==> src/rtl/alu_op_sequencer.sv <==
// ALU operation decoder/sequencer: turns ALUOp/funct into a registered ALU code
// and holds the pipeline (busy) for the duration of multi-cycle mult/div.
module alu_op_sequencer #(
  parameter int OP_W       = 4,
  parameter int MUL_CYCLES = 4,
  parameter int DIV_CYCLES = 8
) (
  input  logic            clk,
  input  logic            reset,
  input  logic            in_valid,
  output logic            in_ready,
  input  logic [2:0]      ALUOp,
  input  logic [5:0]      funct,
  input  logic            flush,
  output logic [OP_W-1:0] operation,
  output logic            out_valid,
  output logic            Jr,
  output logic            hilo_we,
  output logic            busy,
  output logic            illegal
);

  localparam int MAX_CYC = (MUL_CYCLES > DIV_CYCLES) ? MUL_CYCLES : DIV_CYCLES;
  localparam int CNT_W   = (MAX_CYC > 1) ? $clog2(MAX_CYC) : 1;

  localparam logic [CNT_W-1:0] MUL_LOAD = CNT_W'(MUL_CYCLES - 1);
  localparam logic [CNT_W-1:0] DIV_LOAD = CNT_W'(DIV_CYCLES - 1);
  localparam logic [CNT_W-1:0] CNT_ONE  = CNT_W'(1);

  typedef enum logic {IDLE, BUSY} state_t;

  typedef struct packed {
    logic [3:0] op;
    logic       jr;
    logic       illegal;
    logic       multi;
    logic       div;
  } dec_t;

  function automatic dec_t decode(input logic [2:0] aluop, input logic [5:0] fn);
    dec_t d;
    d    = '0;
    d.op = 4'b0010;
    case (aluop)
      3'b000: d.op = 4'b0010;
      3'b001: d.op = 4'b0110;
      3'b100: d.op = 4'b0000;
      3'b101: d.op = 4'b0001;
      3'b010: begin
        case (fn)
          6'b100000: d.op = 4'b0010;
          6'b100010: d.op = 4'b0110;
          6'b100100: d.op = 4'b0000;
          6'b100101: d.op = 4'b0001;
          6'b101010: d.op = 4'b0111;
          6'b000000: d.op = 4'b0101;
          6'b100111: d.op = 4'b1011;
          6'b001000: d.jr = 1'b1;
          6'b011000: begin
            d.op    = 4'b1000;
            d.multi = 1'b1;
          end
          6'b011010: begin
            d.op    = 4'b1001;
            d.multi = 1'b1;
            d.div   = 1'b1;
          end
          default:   d.illegal = 1'b1;
        endcase
      end
      default: d.illegal = 1'b1;
    endcase
    return d;
  endfunction

  state_t           state;
  logic [CNT_W-1:0] cnt;
  dec_t             dec;
  logic             accept;

  always_comb begin
    dec = decode(ALUOp, funct);
  end

  assign in_ready = (state == IDLE);
  assign accept   = in_valid && in_ready && !flush;

  // Result flags are single-cycle pulses; operation is held between results.
  always_ff @(posedge clk or posedge reset) begin
    if (reset) begin
      state     <= IDLE;
      cnt       <= '0;
      operation <= '0;
      out_valid <= 1'b0;
      Jr        <= 1'b0;
      hilo_we   <= 1'b0;
      illegal   <= 1'b0;
      busy      <= 1'b0;
    end else begin
      out_valid <= 1'b0;
      Jr        <= 1'b0;
      hilo_we   <= 1'b0;
      illegal   <= 1'b0;
      case (state)
        IDLE: begin
          if (accept) begin
            operation <= OP_W'(dec.op);
            if (dec.multi) begin
              state <= BUSY;
              busy  <= 1'b1;
              cnt   <= dec.div ? DIV_LOAD : MUL_LOAD;
            end else begin
              out_valid <= 1'b1;
              Jr        <= dec.jr;
              illegal   <= dec.illegal;
            end
          end
        end
        BUSY: begin
          if (flush) begin
            state <= IDLE;
            busy  <= 1'b0;
            cnt   <= '0;
          end else if (cnt <= CNT_ONE) begin
            // Last busy cycle: counter lands on 0 as the result is presented.
            state     <= IDLE;
            busy      <= 1'b0;
            cnt       <= '0;
            out_valid <= 1'b1;
            hilo_we   <= 1'b1;
          end else begin
            cnt <= cnt - CNT_ONE;
          end
        end
        default: begin
          state <= IDLE;
          busy  <= 1'b0;
          cnt   <= '0;
        end
      endcase
    end
  end

endmodule

==> config.mk <==
export PLATFORM = sky130hd
export DESIGN_NAME = alu_op_sequencer
export DESIGN_NICKNAME = d
export VERILOG_FILES = /design/src/rtl/alu_op_sequencer.sv
export SDC_FILE = /design/constraint.sdc
export NUM_CORES = 1
export LEC_CHECK = 0
export ABC_AREA = 1
export BUFFER_PORTS_ARGS = -buffer_cell sky130_fd_sc_hd__buf_2
export CAP_MARGIN = 25
export CORE_MARGIN = 2
export CORE_UTILIZATION = 50
export CTS_CLUSTER_DIAMETER = 50
export DETAILED_ROUTE_END_ITERATION = 6
export PLACE_DENSITY = 0.74
export SLEW_MARGIN = 25
export SYNTH_ARGS = -nofsm -noshare
export SYNTH_HDL_FRONTEND = slang
export SYNTH_SLANG_ARGS = --single-unit
==> constraint.sdc <==
create_clock -name clk -period 1.82 [get_ports clk]
set_clock_uncertainty 0.15 [all_clocks]
set_input_delay 0.182 -clock clk [delete_from_list [all_inputs] [get_ports clk]]
set_output_delay 0.182 -clock clk [all_outputs]
set_load 0.005 [all_outputs]
==> results.md <==
Power:
- The clock power share is 29.9%.
- Combinational logic burns 17.8% of the power.
- The worst vdd rail ir drop is 0.312 mV.
- The power consumption is 0.597 mW.
- The portion of total power attributed to sequential cells is 52.3%.
- The net switching power is 0.165 mW.
- The power density over cell area is 597 mW/mm².
- Summed over all cells, the static leakage comes to 0.584 nW.
- The cell-internal power is 0.432 mW.
- In this run switching power makes up 27.6% of total power.

Status:
- The flow ran to the end, and the final reports show no timing, DRC or antenna violations.

STA:
- Setup repair after global routing left no endpoint under its margin.
- The time the final worst path needs with I/O delays and setup is 1.54 ns.
- Headroom to the max-slew limit came out at 65.9%.
- After routing, the total negative slack on setup checks comes to 0 ns.
- Of the available clock period, the critical path in the final layout requires 84.7%.
- The number of hold violations in the final report is 0.
- Setup violations remaining at the end of the flow were counted as 0.
- Based on the critical path, the design can be clocked at up to 0.648 GHz.
- The number of pins exceeding their max-slew limit in the final report is 0.
- For the pin with the worst max-slew slack, the measured transition is 0.511 ns.

Logic synthesis:
- The largest total area in the synthesized netlist belongs to dfrtp_1.
- The number of nets in the synthesized netlist is 126.
- For this run, the leading register cell type out of synthesis is dfrtp_1.
- The register area share after synthesis is 39.5%.
- The post-synthesis async set-or-reset flop share is 100%.
- During synthesis, Yosys emitted a total of 0 warnings.
- In this run, synthesis inferred 0 flip-flops with an integrated enable.
- The area share of the largest cell type after synthesis is 39.5%.
- Synthesis produced 111 cells.
- The synthesis-stage register bit count is 13.
- Each instance of the synthesized netlist takes up on average 7.42 µm².
- The most frequently used cell type in the post-synthesis netlist is nand2_1.
- Sorting the synthesized cells by how often they occur yields nand2_1, inv_1, nor2_1.
- The netlist uses 25 different library cells.
- The mapped cell area is 823 µm².
- Yosys attributes the largest share of cell area to dfrtp_1, nand2_1, inv_1.

Global routing:
- The global-route wire length before repair is 2830 µm.
- The number of global-route vias before repair came to 715.
- The overflow left after global routing is 0.
- The overall global routing resource usage is 19.6%.
- The number of antenna violations at the first check in global routing is 0.
- Entering global routing, the biggest net connects 14 pins.

Floorplanning:
- The floorplan step defined a core boundary enclosing 0.00152 mm².
- From bottom edge to top edge, the die measures 44.6 µm.
- After floorplanning, the core was divided into 14 placement rows.
- The starting density of the core is 54.0%.
- The floorplan step defined a die boundary enclosing 0.00199 mm².
- The top-level I/O count is 23.
- Measured along the x axis, the die boundary spans 44.6 µm.

Worst setup path:
- The dominant cell type by count on the critical path is nand2_2.
- The worst setup path is launched from an input port.
- STA classifies the critical path endpoint as a flop.
- Traced cell by cell, the critical path runs through dlygate4sd3_1 > buf_2 > inv_1 > nand3_2 > nor2_2 > nand2_2 > nand2_2 > nand2_1 > o21ai_0.
- For the worst setup path, the data required time is 1.87 ns.
- Of all nets on the critical path, the largest fanout is 8.
- For the worst flop-to-flop path, the logic depth is 6.
- The slowest cell on the critical path is dlygate4sd3_1.
- The critical setup path kind is in -> reg.
- The peak per-stage delay on the critical path is 0.53 ns.
- STA puts the critical path data arrival time at 1.59 ns.

Clock tree:
- TritonCTS built the clock tree.
- In this run the deepest clock path goes through 2 buffers.
- Post-CTS timing repair inserted 0 buffers for setup.
- The CTS sink count is 13.
- After clock tree synthesis, the clock-pin slew on the worst setup and hold paths is 0.08 ns.
- In this run the clock root is driven by a clkbuf_4.
- The number of buffers inserted for hold repair after clock tree synthesis is 2.
- TritonCTS created 3 clock buffers.
- The post-cts repair resize count is 0.
- The number of H-tree levels is 1.
- The insertion delay to the later sink of the worst-skew pair is 0.27 ns.

Drt:
- The via count is 775.
- The mean routed wirelength per cell is 10.8 µm.
- After detailed routing, the number of remaining DRC violations is 0.
- The final routed wirelength across all metal layers is 1680 µm.
- The detailed router finished its first iteration with 4 violations.
- The count of nets left with antenna violations after detail routing is 0.
- The number of iterations in the first detailed-routing pass is 2.
- Using the TritonRoute via totals, the vias-per-cell ratio works out to 5.00.

Cells and area:
- The share of layout cells above drive strength 1 is 27.3%.
- The multi-input combinational cells in the finished layout cover a total of 423 µm².
- In the final design database the tool counted 155 nets.
- The final antenna diode count is 0.
- Relative to the synthesized area, the layout overhead comes to 21.4%.
- In the final layout, flip-flops and latches occupy 325 µm².
- The final-layout fill cell count is 144.
- The core utilization of the finished layout is 65.6%.

Hold path:
- The instance count along the most critical hold path is 3.
- The type of the worst min-delay path is in -> reg.

Placement:
- The count of buffers from port buffering is 22.
- The congestion estimate from routability-driven global placement came to 0.816.
- The wire-length estimate of the detail-placed layout is 1390 µm.

Run:
- Max-cap violations in this run came to 0.
-- worst max-delay path: cells and delay by family --
family / cells / cell delay, ns
AND/OR/NAND/NOR: 5 / 0.57
buffers and inverters: 3 / 0.76
AO/OA/AOI/OAI: 1 / 0.07
-- layer usage --
metal  vias up  global-route usage, %  part of all wire, %
li1        410                      -                    -
met1       340                   25.6                   47
met2        20                   31.9                   46
met3         5                   2.45                  4.4
met4         0                   9.09                  1.7
met5         -                      0                    0
-- worst paths after layout --
check,startpoint,endpoint,slack [ns]
worst max-delay path,flush,cnt[2],0.28
worst min-delay path,ALUOp[1],illegal,0.03
worst max register to register,cnt[0],cnt[2],0.35
min in group asynchronous,reset,busy,0.32
max in group asynchronous,reset,hilo_we,0.86
worst min register to register,busy,busy,0.32
-- layout by cell type (no fill, tap or decap) --
cell | synthesis | final
a21oi_1 | 2 | 2
a21oi_2 | 1 | 1
a22o_1 | 1 | 1
a31oi_1 | 2 | 2
and2_0 | 1 | 1
buf_2 | 0 | 22
clkbuf_1 | 0 | 1
clkbuf_4 | 0 | 3
dfrtp_1 | 13 | 13
dlygate4sd3_1 | 0 | 2
ha_1 | 2 | 2
inv_1 | 18 | 18
inv_2 | 2 | 2
nand2_1 | 20 | 20
nand2_2 | 2 | 2
nand3_1 | 10 | 10
nand3_2 | 4 | 4
nand3b_1 | 1 | 1
nor2_1 | 14 | 14
nor2_2 | 3 | 3
nor2_4 | 1 | 1
nor3_1 | 1 | 1
nor4_1 | 1 | 1
o21a_1 | 2 | 2
o21ai_0 | 5 | 5
o21ai_1 | 2 | 2
o21bai_1 | 1 | 1
or2_1 | 1 | 1
xnor2_1 | 1 | 1
-- sequential cells by signal, summed over array words and instances, names as in the netlist --
| register | cells |
|---|---|
| out_valid | 1 |
| operation | 4 |
| Jr | 1 |
| busy | 1 |
| state | 1 |
| hilo_we | 1 |
| illegal | 1 |
| cnt | 3 |
-- area by class of cell --
type	instances	area share (%)
Multi-Input combinational cell	78	42.3
Clock buffer	4	2.63
Sequential cell	13	32.5
Tap cell	16	2.00
Inverter	20	7.51
Timing Repair Buffer	24	13.0
-- logic make-up after synthesis --
| logic type | count (synthesis) | share of synthesized area [%] |
|---|---|---|
| simple gates | 59 | 35.4 |
| buf+inv | 20 | 9.12 |
| compound gates | 16 | 11.9 |
| flops | 13 | 39.5 |
| fa+ha+maj | 2 | 3.04 |
| xor+xnor | 1 | 1.06 |
-- power groups by stage --
| stage | registers, mW | clock network (mW) | logic, mW |
|---|---|---|---|
| floorplan | 0.319 | 0 | 0.0582 |
| detailed placement | 0.319 | 0 | 0.104 |
| CTS | 0.313 | 0.182 | 0.108 |
| global route | 0.315 | 0.198 | 0.122 |
| finish | 0.312 | 0.179 | 0.106 |
| global placement | 0.317 | 0 | 0.100 |
-- stage by stage --
step | std cells | area (µm²) | hold WS (ns) | setup slack [ns]
global route | 155 | 1000 | 0.0343 | 0.161
finish | 155 | 1000 | 0.0283 | 0.278
detailed placement | 149 | 953 | 0.0830 | 0.369
floorplan | 111 | 823 | -0.0910 | 0.471
global placement | 149 | 953 | 0.0780 | 0.425
CTS | 155 | 1000 | 0.0285 | 0.281
No activity file was read; power rests on OpenSTA's default activity.
